File: config.mk
export PLATFORM = sky130hd
export DESIGN_NAME = code_lock_seq
export DESIGN_NICKNAME = d
export VERILOG_FILES = /design/src/rtl/code_lock_seq.sv
export SDC_FILE = /design/constraint.sdc
export NUM_CORES = 1
export LEC_CHECK = 0
export CELL_PAD_IN_SITES_DETAIL_PLACEMENT = 0
export CELL_PAD_IN_SITES_GLOBAL_PLACEMENT = 1
export CORE_MARGIN = 4
export CORE_UTILIZATION = 46
export CTS_CLUSTER_DIAMETER = 100
export DETAILED_ROUTE_END_ITERATION = 8
export GPL_TIMING_DRIVEN = 0
export PLACE_DENSITY = 0.81
export REMOVE_ABC_BUFFERS = 1
export SETUP_SLACK_MARGIN = 0.2
export SLEW_MARGIN = 25
export SYNTH_ARGS = -nofsm -noshare
export SYNTH_HDL_FRONTEND = slang
export SYNTH_SLANG_ARGS = --single-unit
File: constraint.sdc
create_clock -name clk -period 2.49 [get_ports clk]
set_input_delay 0.249 -clock clk [delete_from_list [all_inputs] [get_ports clk]]
set_output_delay 0.249 -clock clk [all_outputs]
set_load 0.02 [all_outputs]
File: src/rtl/code_lock_seq.sv
// Clocked code lock: synchronised switch/key inputs, timed open window,
// consecutive-failure counter with timed alarm lockout. LEDs are active-low.
module code_lock_seq #(
  parameter int                CODE_W      = 4,
  parameter logic [CODE_W-1:0] CODE        = {CODE_W{1'b1}},
  parameter int                MAX_TRIES   = 3,
  parameter int                OPEN_CYC    = 8,
  parameter int                LOCKOUT_CYC = 16
) (
  input  logic                           clk,
  input  logic                           rst_n,
  input  logic [CODE_W-1:0]              sw,
  input  logic                           k,
  output logic                           led_open_n,
  output logic                           led_alarm_n,
  output logic [$clog2(MAX_TRIES+1)-1:0] tries_left
);

  localparam int TW      = $clog2(MAX_TRIES + 1);
  localparam int MAX_CYC = (OPEN_CYC > LOCKOUT_CYC) ? OPEN_CYC : LOCKOUT_CYC;
  localparam int TMW     = $clog2(MAX_CYC + 1);

  localparam logic [1:0] IDLE  = 2'd0;
  localparam logic [1:0] OPEN  = 2'd1;
  localparam logic [1:0] ALARM = 2'd2;

  localparam logic [TW-1:0]  TRIES_MAX = TW'(MAX_TRIES);
  localparam logic [TW-1:0]  LAST_TRY  = TW'(MAX_TRIES - 1);
  localparam logic [TMW-1:0] OPEN_T    = TMW'(OPEN_CYC);
  localparam logic [TMW-1:0] LOCK_T    = TMW'(LOCKOUT_CYC);
  localparam logic [TMW-1:0] T_ONE     = TMW'(1);

  logic              k_m, k_s, k_d;
  logic [CODE_W-1:0] sw_m, sw_s;
  logic [1:0]        fill;
  logic              armed;
  logic              press;
  logic              match;

  logic [1:0]        state;
  logic [TMW-1:0]    timer;
  logic [TW-1:0]     fail_cnt;

  // Presses are only armed once the synchroniser holds real samples and the key
  // has been seen released, so a key held through reset never fires on release.
  always_ff @(posedge clk or negedge rst_n) begin
    if (!rst_n) begin
      k_m   <= 1'b1;
      k_s   <= 1'b1;
      k_d   <= 1'b1;
      sw_m  <= '0;
      sw_s  <= '0;
      fill  <= 2'b00;
      armed <= 1'b0;
    end else begin
      k_m  <= k;
      k_s  <= k_m;
      k_d  <= k_s;
      sw_m <= sw;
      sw_s <= sw_m;
      fill <= {fill[0], 1'b1};
      if (fill[1] && k_s) begin
        armed <= 1'b1;
      end
    end
  end

  assign press = armed & k_d & ~k_s;
  assign match = (sw_s == CODE);

  always_ff @(posedge clk or negedge rst_n) begin
    if (!rst_n) begin
      state    <= IDLE;
      timer    <= '0;
      fail_cnt <= '0;
    end else begin
      case (state)
        IDLE: begin
          if (press) begin
            if (match) begin
              state    <= OPEN;
              timer    <= OPEN_T;
              fail_cnt <= '0;
            end else if (fail_cnt == LAST_TRY) begin
              state    <= ALARM;
              timer    <= LOCK_T;
              fail_cnt <= '0;
            end else begin
              fail_cnt <= fail_cnt + 1'b1;
            end
          end
        end
        OPEN, ALARM: begin
          timer <= timer - 1'b1;
          if (timer == T_ONE) begin
            state <= IDLE;
          end
        end
        default: begin
          state <= IDLE;
          timer <= '0;
        end
      endcase
    end
  end

  always_comb begin
    led_open_n  = 1'b1;
    led_alarm_n = 1'b1;
    tries_left  = TRIES_MAX;
    case (state)
      IDLE:    tries_left = TRIES_MAX - fail_cnt;
      OPEN:    led_open_n = 1'b0;
      ALARM: begin
        led_alarm_n = 1'b0;
        tries_left  = '0;
      end
      default: tries_left = TRIES_MAX;
    endcase
  end

endmodule

; ---- Yosys cells after proc, flatten, opt, wreduce, memory -nomap -nowiden
; Index checks and enable logic that the tools add are counted.
; Widths: inputs -> output; s select.
[classes]
add_sub_neg = 3
n_mul = 0
n_div = 0
order_cmp = 0
eq_ne = 8
shift = 0
muxes = 14
bitwise_logic = 3
n_reduce_logical = 6
[op_table]
columns = op, count
row1 = $mux 5, 3
row2 = $mux 2, 6
row3 = $pmux 5 s2, 1
row4 = $pmux 2 s2, 2
row5 = $eq 5x1->1 const B, 1
row6 = $sub 5x1->5 const B, 1
row7 = $eq 2x2->1 const B, 2
row8 = $eq 4x4->1 const B, 1
row9 = $ne 2x2->1 const B, 2
row10 = $reduce_and 2->1, 2
row11 = $ne 3x3->1 const B, 1
row12 = $reduce_and 3->1, 1
row13 = $add 2x1->2 const B, 1
row14 = $and 1x1->1, 2
row15 = $eq 2x1->1 const B, 1
row16 = $logic_not 2->1, 1
row17 = $mux 1, 2
row18 = $reduce_or 2->1, 1
row19 = $sub 2x2->2 const A, 1
row20 = $logic_and 1x1->1, 1
row21 = $not 1->1, 1
[word_totals]
reg_bits = 23
latchBits = 0
ram_bits = 0
romBits = 0
inputBits = 7
n_memories = 0

; ---- Logic depth before layout (Yosys ltp)
; Gate-level depths: netlist of run 1.
[logic_depth]
word_depth = 5
depth_mapped = 6
depth_no_buf = 6

; ---- Least setup slack after synthesis of run 1
; Ideal clock, no wire load.
[synth_timing]
path_kind = register -> output
start = register state[0]
end = output tries_left[0]
arrival_ps = 1375
required_ps = 2241
slack_ps = 866
stages_incl_launch_ff = 6
path_cell_list = dfrtp_1 inv_1 ha_1 clkbuf_1 nor2_1 a21oi_1
[synth_between]
elab_chain_len = 2
word_cells_on_any_way = 3
[synth_rtl]
columns = element, line_no
row1 = from (decl), 40  ; logic [1:0] state;
row2 = from (signal assigned), 73  ; state <= IDLE;
row3 = from (signal assigned), 81  ; state <= OPEN;
row4 = from (signal assigned), 85  ; state <= ALARM;
row5 = $eq 2x2->1 or $logic_not 2->1 (tied branches), 111  ; case (state)
row6 = $pmux 2 s2 (*), 111
row7 = to (decl), 16  ; output logic [$clog2(MAX_TRIES+1)-1:0] tries_left
; Every way passes the cells marked *; elsewhere a longest branch is shown, timed or not.

; ---- Worst setup path after layout of run 1
[layout_timing]
start = register state[0]
end = output led_alarm_n
[layout_between]
elab_chain_len = 2
[layout_rtl]
columns = element, line_no
row1 = $eq 2x2->1, 111
row2 = $mux 1, 111
row3 = to (decl), 15  ; output logic led_alarm_n,
; No other way between the ends.

==> results.tsv, run 1 <==
stage	metric	value	unit
outcome	status	finished clean	
sta	period_share	0.772	
layout	fillers	162	
worst_setup_path	cp_max_fo	3	
die	die_h	53.9	um
power_and_ir_drop	p_leak	0.521	nW
route	detail-route-antenna-nets	0	
placed_design	gp_congestion	0.753	
synth	ys_seq_area_frac	0.599	
die	die_x	53.9	um
grt	grt_overflow	0	
cts	clock_sinks	23	
worst_setup_path	worstSetupEndpointType	primary output	
synth	syn-mean-instance-area	12.4	um^2
synth	synth_async_sr_flop_share	1.00	
die	core	0.00198	mm^2
cts	clk_pin_slew	0.12	ns
power_and_ir_drop	p_clk_frac	0.133	
synth	syn_inst	78	
cts	cts_tree	done	
power_and_ir_drop	p_sw	0.464	mW
placed_design	dp_hpwl	983	um
power_and_ir_drop	power_density	1090	mW/mm^2
worst_setup_path	r2r_end	state[1]	
synth	ys_ff_latch	23	
sta	rsz0062_at_grt	no	
cts	cts_root_buffer	clkbuf_4	
cts	insertion_delay	0.30	ns
worst_setup_path	critPathArrivalTime	1.67	ns
route	first_iter_violations	12	
die	start_util	0.488	
worst_setup_path	r2r_slack	0.80	ns
synth	synth_area	967	um^2
synth	synth_edf_count	0	
power_and_ir_drop	p_int	0.782	mW
sta	finalHoldViolations	0	
worst_setup_path	worst-setup-path-type	register to primary output	
route	dr.pass1.iters	4	
grt	grt_usage	0.126	
sta	drv_slew	0	
sta	finalSetupTns	0	ns
grt	grt_pass1_vias	616	
layout	fin_nets	106	
route	viasPerCell	5.06	
sta	period_needed	1.92	ns
layout	drive_gt1_frac	0.130	
sta	max_freq	520	MHz
worst_hold_path	holdCritPathClass	input port to register	
worst_hold_path	holdPathEnd	k_m	
cts	clock_path_buffers	2	
placed_design	place_inst	114	
worst_hold_path	hold_start	k	
layout	final_cells	119	
layout	insertedDiodeCount	0	
layout	area_growth	18.6	%
layout	fin_area	0.00115	mm^2
die	io_pins	11	
flow_run	cap_violations	0	
route	drt_wl_total	1420	um
grt	grt_max_degree	24	
synth	synth-main-ff-cell	dfrtp_1	
cts	cts_buffers	3	
synth	yosys_warnings	0	
die	dieArea	0.00290	mm^2
power_and_ir_drop	pwr-share-comb	0.450	
route	drc	0	
grt	antenna_found_initial	0	
worst_setup_path	cp-start-kind	register	
cts	h-tree-depth	1	
power_and_ir_drop	ir_drop	0.677	mV
worst_hold_path	hold_path_depth	1	
worst_setup_path	crit_required	2.24	ns
power_and_ir_drop	netSwitchingFraction	0.372	
placed_design	port_buffers	10	
sta	fin_skew	0.00687	ns
synth	synth_cell_types	32	
route	vias	602	
die	rows	16	
placed_design	placed_area	0.00110	mm^2
power_and_ir_drop	seq_power_share	0.417	
route	wire_per_inst	12.0	um
grt	grt_pass1_wl	2640	um
worst_setup_path	r2r_cells	5	
sta	finalSetupViolCount	0	
worst_setup_path	rr_startpoint	timer[1]	
Yosys cell counts (all sizes together) (2+ instances only):
cell type | instances | area share
nor3b | 2 | 0.016
and2 | 2 | 0.013
o31ai | 3 | 0.023
nor2 | 2 | 0.0078
dfstp | 3 | 0.082
nand2 | 3 | 0.012
a21oi | 3 | 0.016
a21o | 2 | 0.016
mux2 | 2 | 0.023
inv | 7 | 0.027
xor2 | 2 | 0.018
dfrtp | 20 | 0.52
o21ai | 2 | 0.014
nand3 | 3 | 0.016
ha | 6 | 0.078
nand4 | 2 | 0.013
what timing repair did:
action | CTS | global route
setup buffers | 0 | 0
hold buffers | 0 | 1
endpoints found under the hold margin | 0 | 20
endpoints found under the setup margin | 2 | 2
gates resized for setup | 1 | 3
cell type report:
cell class	instances	area, um^2	share of cell area
clock inverter	1	5.00	0.00436
timing repair buffer	11	110	0.0960
sequential	23	579	0.505
multi-input combinational	47	370	0.323
inverter	7	26.3	0.0229
tap	27	33.8	0.0294
clock buffer	3	22.5	0.0196
cell families (layout without fill, tap and decap cells):
family	count (synthesis)	after routing	synth area share
flip-flops	23	23	0.599
AO/OA/AOI/OAI	14	14	0.107
XOR/XNOR	2	2	0.0181
other	1	1	0.00388
buffers and inverters	8	22	0.0310
multiplexers	3	3	0.0336
adder cells (fa/ha/maj)	6	6	0.0776
AND/OR/NAND/NOR	21	21	0.129
layout by cell type, fill, tap and decap left out, types with 2 or more instances in the layout:
master	synthesis	routed
nand3_1	3	3
nand4_1	2	2
o31ai_1	3	3
a21o_1	2	2
inv_1	7	7
a21oi_1	3	3
dlymetal6s2s_1	0	2
dfstp_2	3	3
dfrtp_1	20	20
clkbuf_4	0	3
ha_1	6	5
nor3b_1	2	2
clkdlybuf4s50_1	0	7
and2_1	2	2
xor2_1	2	2
nor2_1	2	2
nand2_1	3	3
worst max-delay path: stages (launching register included):
cell,delay (ns)
dfrtp_1,0.40
inv_1,0.11
ha_1,0.21
inv_1,0.06
clkdlybuf4s50_1,0.60
routing by layer:
metal  vias to the layer above  global-route usage  wire, um
met3                         2              0.0166        61
met1                       292               0.160       686
met5                         -                   0         0
met2                        11               0.202       661
met4                         0              0.0766        13
li1                        297                   -         -
flip-flops by register name, indices dropped and copies added, names as in the netlist:
name      count
fill          2
sw_m          4
armed         1
k_m           1
k_d           1
sw_s          4
timer         5
fail_cnt      2
k_s           1
state         2
worst max-delay path by stage:
stage                     slack [ns]      from  cells after the start       endpoint
after global routing            0.45  state[0]                      4    led_alarm_n
after CTS                       0.22  state[0]                      5  tries_left[0]
after floorplan                 0.87  timer[1]                      5       state[1]
after detailed placement        0.45  state[0]                      5  tries_left[0]
after global placement          0.46  state[0]                      5  tries_left[1]
final                           0.57  state[0]                      4    led_alarm_n
per-stage QoR:
stage / utilization / hold slack [ns] / power (mW) / setup slack, ns
3_5_place_dp: 0.554 / 0.336 / 1.05 / 0.448
5_1_grt: 0.579 / 0.312 / 1.35 / 0.453
4_1_cts: 0.569 / 0.326 / 1.23 / 0.220
3_3_place_gp: 0.554 / 0.333 / 1.04 / 0.465
2_1_floorplan: - / -0.0466 / 0.891 / 0.874
6_report: 0.579 / 0.340 / 1.25 / 0.567
power by group through the flow:
stage	clock network, mW	registers (mW)	logic, mW
2_1_floorplan	0	0.511	0.380
3_3_place_gp	0	0.525	0.520
3_5_place_dp	0	0.527	0.527
4_1_cts	0.177	0.519	0.537
5_1_grt	0.194	0.534	0.626
6_report	0.166	0.520	0.560
No activity file was read; power rests on OpenSTA's default activity.
==> run 2: changes to the inputs <==
--- a/config.mk
+++ b/config.mk
@@ -8,11 +8,11 @@
 export CELL_PAD_IN_SITES_DETAIL_PLACEMENT = 0
 export CELL_PAD_IN_SITES_GLOBAL_PLACEMENT = 1
 export CORE_MARGIN = 4
-export CORE_UTILIZATION = 46
+export CORE_UTILIZATION = 43
 export CTS_CLUSTER_DIAMETER = 100
 export DETAILED_ROUTE_END_ITERATION = 8
 export GPL_TIMING_DRIVEN = 0
-export PLACE_DENSITY = 0.81
+export PLACE_DENSITY = 0.77
 export REMOVE_ABC_BUFFERS = 1
 export SETUP_SLACK_MARGIN = 0.2
 export SLEW_MARGIN = 25
==> constraint.sdc (replaced) <==
create_clock -name clk -period 1.79 [get_ports clk]
set_input_delay 0.179 -clock clk [delete_from_list [all_inputs] [get_ports clk]]
set_output_delay 0.179 -clock clk [all_outputs]
set_load 0.02 [all_outputs]
==> run 2 against run 1 <==
Against the previous run: critical path depth rose by 1; clock-buffer cell count rose by 1; first-iteration DRC count rose by 42%; combinational power rose by 71%; utilization rose by 2.5 points; sequential share of layout area fell by 3.4 points; cell area rose by 7.4%; global-route usage fell by 1.1 points; register-to-register slack got worse by 0.68 ns; final cell count rose by 7.6%; die area rose by 5.9%; non-clock buffer count rose by 9.
==> results.tsv, run 2 (synthesis results as in run 1) <==
stage	metric	value	unit	change
grt	grt_usage	0.115		-0.0109
layout	regMostFlops	timer		
placed_design	gp_congestion	0.835		+11%
placed_design	port_buffers	10		unchanged
sta	rsz0062_at_grt	yes		
route	dr.pass1.iters	4		unchanged
die	die_x	55.4	um	+2.9%
layout	largest_register_ffs	5		unchanged
route	vias	645		+7.1%
power_and_ir_drop	ir_drop	0.829	mV	+23%
sta	setup_slack	0.115	ns	-0.452 ns
die	rows	16		unchanged
route	wire_per_inst	12.9	um	+7.7%
cts	cts_root_buffer	clkbuf_4		
sta	fin_skew	0.00874	ns	+0.00187 ns
die	start_util	0.474		-0.0144
worst_setup_path	worst-setup-path-type	register to register		
sta	drv_slew	0		unchanged
worst_setup_path	worstSetupEndpointType	register		
worst_hold_path	holdCritPathClass	input port to register		
layout	drive_gt1_frac	0.307		+0.176
die	die_h	55.4	um	+2.9%
cts	clock_path_buffers	2		unchanged
route	drt_wl_total	1650	um	+16%
worst_setup_path	crit_required	1.99	ns	-0.25 ns
power_and_ir_drop	total_power	1.92	mW	+54%
grt	grt_pass1_vias	631		+2.4%
sta	finalSetupViolCount	0		unchanged
layout	area_growth	27.4	%	
worst_setup_path	cp_max_fo	2		-1
placed_design	placed_area	0.00110	mm^2	unchanged
worst_setup_path	critPathArrivalTime	1.87	ns	+0.20 ns
worst_setup_path	cp-start-kind	register		
die	io_pins	11		unchanged
sta	period_needed	1.67	ns	
layout	fin_nets	115		+8.5%
route	drc	0		unchanged
outcome	status	finished clean		
power_and_ir_drop	p_leak	0.555	nW	+6.5%
layout	fin_area	0.00123	mm^2	+7.4%
cts	cts_tree	done		
route	detail-route-antenna-nets	0		unchanged
sta	period_share	0.936		
layout	final_common_cell	dfrtp_1		
flow_run	cap_violations	0		unchanged
sta	max_freq	597	MHz	
power_and_ir_drop	power_density	1560	mW/mm^2	+44%
layout	final_cell_mix	dfrtp_1 (19), buf_4 (9), inv_1 (6), clkdlybuf4s50_1 (5), ha_1 (4)		
sta	finalHoldViolations	0		unchanged
cts	cts_buffers	3		unchanged
cts	clk_pin_slew	0.12	ns	about the same
placed_design	dp_hpwl	1070	um	+8.4%
layout	top_regs	timer x5, sw_m x4, sw_s x4		
cts	clock_sinks	23		unchanged
die	dieArea	0.00307	mm^2	+5.9%
placed_design	dp_slack	-0.214	ns	-0.662 ns
cts	insertion_delay	0.30	ns	about the same
grt	grt_overflow	0		unchanged
grt	grt_max_degree	24		unchanged
layout	insertedDiodeCount	0		unchanged
grt	antenna_found_initial	0		unchanged
die	core	0.00204	mm^2	+3.0%
layout	post-route-util	0.604		+0.0246
grt	grt_pass1_wl	2810	um	+6.6%
cts	h-tree-depth	1		unchanged
route	first_iter_violations	17		+5
route	viasPerCell	5.04		-0.39%
sta	holdWs	0.278	ns	-0.0621 ns
[run 2: cell count changes in the layout (fill, tap and decap cells not counted), moves of 2 or more]
cell,change
dlymetal6s2s_1,-2
buf_4,+9
clkbuf_2,+2
clkdlybuf4s50_1,-2
[run 2: area by class of cell]
type                            instances  area, um^2
Multi-Input combinational cell         47         409
Fill cell                             173         810
Timing Repair Buffer                   20         156
Inverter                                7        26.3
Clock buffer                            4        26.3
Sequential cell                        23         581
Tap cell                               27        33.8
[run 2: per-layer routing]
metal | vias up | GRT usage | wire (um)
met1 | 314 | 0.142 | 733
li1 | 314 | - | -
met5 | - | 0 | 0
met2 | 15 | 0.186 | 821
met3 | 2 | 0.0303 | 74
met4 | 0 | 0.0521 | 18
[run 2: critical path, cell delays in order (launching register included)]
cell,delay (ns)
dfrtp_1,0.41
inv_2,0.08
ha_4,0.12
or4b_4,0.45
a22oi_2,0.19
mux2_4,0.32
[run 2: through the flow]
stage,setup TNS [ns],std cells
floorplan,0,77
global placement,-0.328,114
detailed placement,-0.423,114
CTS,0,123
global route,0,128
finish,0,128
[run 2: report_power, final]
| part | switching (mW) | total [mW] | internal, mW | leakage, nW |
|---|---|---|---|---|
| sequential | 0.108 | 0.737 | 0.629 | 0.270 |
| clock | 0.142 | 0.228 | 0.0866 | 0.0150 |
| combinational | 0.473 | 0.959 | 0.486 | 0.270 |
| total | 0.723 | 1.92 | 1.20 | 0.555 |
[run 2: worst paths after layout]
check	slack, ns	depth (start not counted)	startpoint	end
worst max-delay path	0.12	5	timer[1]	state[1]
worst min-delay path	0.28	1	k	k_m
worst max register to register	0.12	5	timer[1]	state[1]
worst min register to register	0.36	0	sw_m[3]	sw_s[3]
max in group asynchronous	1.08	2	rst_n	k_s
min in group asynchronous	0.35	2	rst_n	sw_m[2]
[run 2: repair_timing]
action	4_1_cts	5_1_grt
setup endpoints to repair	7	8
hold endpoints to repair	0	20
hold buffers	0	1
setup buffers	5	4
cloned	0	0
gates resized for setup	12	13
pin swaps	2	3
==> run 3: changes to the inputs <==
--- a/config.mk
+++ b/config.mk
@@ -7,6 +7,7 @@
 export LEC_CHECK = 0
 export CELL_PAD_IN_SITES_DETAIL_PLACEMENT = 0
 export CELL_PAD_IN_SITES_GLOBAL_PLACEMENT = 1
+export CORE_ASPECT_RATIO = 1.25
 export CORE_MARGIN = 4
 export CORE_UTILIZATION = 43
 export CTS_CLUSTER_DIAMETER = 100
==> run 3 against run 2 <==
Against the previous run: cell area up 1.5%; final cell count is 2.3% higher; maximum frequency rose by 1.7%; clock skew decreased by 0.0051 ns; clock power up 4%; clock-buffer cell count fell by 1; register-to-register slack improved by 0.03 ns; non-clock buffer count stayed put; combinational power up 5%.
==> results.tsv, run 3 (synthesis results as in run 1) <==
stage	metric	value	unit	change
sta	finalHoldViolations	0		unchanged
worst_setup_path	cpPeakStageDelay	0.56	ns	+0.11 ns
worst_setup_path	cp.depth	3		-2
cts	cts_tree	done		
cts	clock_sinks	23		unchanged
worst_setup_path	critPathCapture	state[1]		
worst_setup_path	cp_max_fo	6		+4
worst_setup_path	critPathArrivalTime	1.85	ns	-0.02 ns
die	io_pins	11		unchanged
layout	final_common_cell	dfrtp_1		
power_and_ir_drop	p_clk_frac	0.120		about the same
power_and_ir_drop	p_sw	0.747	mW	+3.3%
worst_setup_path	rr_startpoint	timer[2]		
die	core	0.00205	mm^2	+0.37%
sta	finalSetupViolCount	0		unchanged
outcome	status	finished clean		
layout	final_cell_mix	dfrtp_1 (20), buf_4 (11), clkdlybuf4s50_1 (5), inv_2 (4), ha_1 (4)		
worst_setup_path	critPathBufInv	0		-1
worst_setup_path	worstSetupEndpointType	register		
die	start_util	0.472		-0.00174
cts	cts_buffers	3		unchanged
placed_design	dp_slack	-0.211	ns	+0.00264 ns
power_and_ir_drop	p_int	1.23	mW	+2.8%
sta	period_needed	1.65	ns	-0.0279 ns
layout	regMostFlops	timer		
layout	insertedDiodeCount	0		unchanged
sta	rsz0062_at_grt	yes		
die	die_h	61.0	um	+10%
sta	drv_slew	0		unchanged
cts	cts_root_buffer	clkbuf_4		
worst_setup_path	r2r_end	state[1]		
layout	top_regs	timer x5, sw_m x4, sw_s x4		
worst_setup_path	cpMaxStageDelayCell	or4b_4		
grt	grt_usage	0.125		+0.0105
placed_design	port_buffers	10		unchanged
sta	period_share	0.920		-0.0156
sta	max_freq	607	MHz	+1.7%
die	dieArea	0.00308	mm^2	+0.16%
cts	insertion_delay	0.30	ns	about the same
grt	grt_pass1_wl	2790	um	-0.75%
cts	clock_path_buffers	2		unchanged
worst_setup_path	r2r_cells	3		-2
layout	fin_nets	115		unchanged
worst_hold_path	holdCritPathClass	input port to register		
grt	grt_overflow	0		unchanged
placed_design	gp_congestion	0.741		-11%
power_and_ir_drop	ir_drop	0.780	mV	-6.0%
power_and_ir_drop	netSwitchingFraction	0.377		+0.00117
grt	grt_max_degree	24		unchanged
power_and_ir_drop	p_leak	0.562	nW	+1.2%
worst_setup_path	cp-start-kind	register		
power_and_ir_drop	power_density	1580	mW/mm^2	+1.5%
route	detail-route-antenna-nets	0		unchanged
worst_setup_path	worst-setup-path-type	register to register		
power_and_ir_drop	pwr-share-comb	0.511		+0.013
power_and_ir_drop	seq_power_share	0.369		-0.014
placed_design	place_inst	117		+2.6%
route	drt_wl_total	1630	um	-1.0%
layout	largest_register_ffs	5		unchanged
die	die_x	50.4	um	-9.0%
layout	drive_gt1_frac	0.366		+0.0594
sta	fin_skew	0.00364	ns	-0.00509 ns
cts	clk_pin_slew	0.13	ns	about the same
route	vias	647		+0.31%
flow_run	cap_violations	0		unchanged
placed_design	dp_hpwl	1040	um	-2.4%
layout	post-route-util	0.611		+0.00695
route	drc	0		unchanged
die	rows	18		+2
route	first_iter_violations	5		-12
sta	finalSetupTns	0	ns	unchanged
sta	setup_slack	0.143	ns	+0.0279 ns
route	viasPerCell	4.94		-2.0%
route	dr.pass1.iters	4		unchanged
cts	h-tree-depth	1		unchanged
worst_setup_path	crit_family	simple AND/OR/NAND/NOR gates		
grt	grt_pass1_vias	634		+0.48%
route	wire_per_inst	12.5	um	-3.3%
worst_setup_path	crit_required	2.00	ns	about the same
grt	antenna_found_initial	0		unchanged
worst_setup_path	r2r_slack	0.14	ns	+0.03 ns
worst_setup_path	worstSetupStartpoint	timer[2]		
worst_setup_path	crit_chain	or4b_4 > a22oi_2 > mux2_4		
layout	area_growth	29.4	%	
layout	final_cells	131		+2.3%
==> run 3: cell count changes in the layout (fill, tap and decap cells not counted), sizes merged <==
cell    before  now
clkinv       0    1
clkbuf       6    4
buf         11   12
==> run 3: power by group through the flow <==
stage	sequential, mW	combinational (mW)	clock [mW]
detailed placement	0.735	0.734	0
global placement	0.733	0.722	0
finish	0.731	1.01	0.238
CTS	0.721	0.893	0.245
floorplan	0.710	0.529	0
global route	0.749	1.11	0.265
==> run 3: worst min-delay path by stage <==
stage / startpoint / to / slack (ns) / cells after the start
2_1_floorplan: rst_n / armed / -0.12 / 0
3_3_place_gp: sw_m[3] / sw_s[3] / 0.33 / 0
3_5_place_dp: sw_m[1] / sw_s[1] / 0.33 / 0
4_1_cts: k / k_m / 0.26 / 1
5_1_grt: k / k_m / 0.24 / 1
6_report: k / k_m / 0.26 / 1
==> run 3: timing repair <==
action | CTS | global route
cloned | 0 | 0
setup buffers | 7 | 2
endpoints found under the hold margin | 0 | 20
hold buffers | 0 | 1
gates resized for setup | 17 | 15
pin swaps | 2 | 2
setup endpoints to repair | 6 | 9
==> run 3: metrics by stage <==
stage | total power, mW | hold WS, ns | instance area (um^2)
finish | 1.98 | 0.258 | 1250
global route | 2.12 | 0.244 | 1250
CTS | 1.86 | 0.255 | 1200
detailed placement | 1.47 | 0.335 | 1100
global placement | 1.46 | 0.334 | 1100
floorplan | 1.24 | -0.117 | 963
==> run 3: cell type report <==
cell class                 instances  area [um^2]
clock inverter                     1         5.00
timing repair buffer              20          161
sequential                        23          579
multi-input combinational         47          419
fill                             176          798
clock buffer                       3         22.5
inverter                           7         26.3
tap                               30         37.5
==> run 3: routing by layer <==
layer / track usage / up-vias / wire length (um)
met5: 0 / - / 0
met4: 0.0885 / 0 / 40
li1: - / 319 / -
met3: 0.0315 / 4 / 65
met1: 0.147 / 312 / 698
met2: 0.203 / 12 / 827
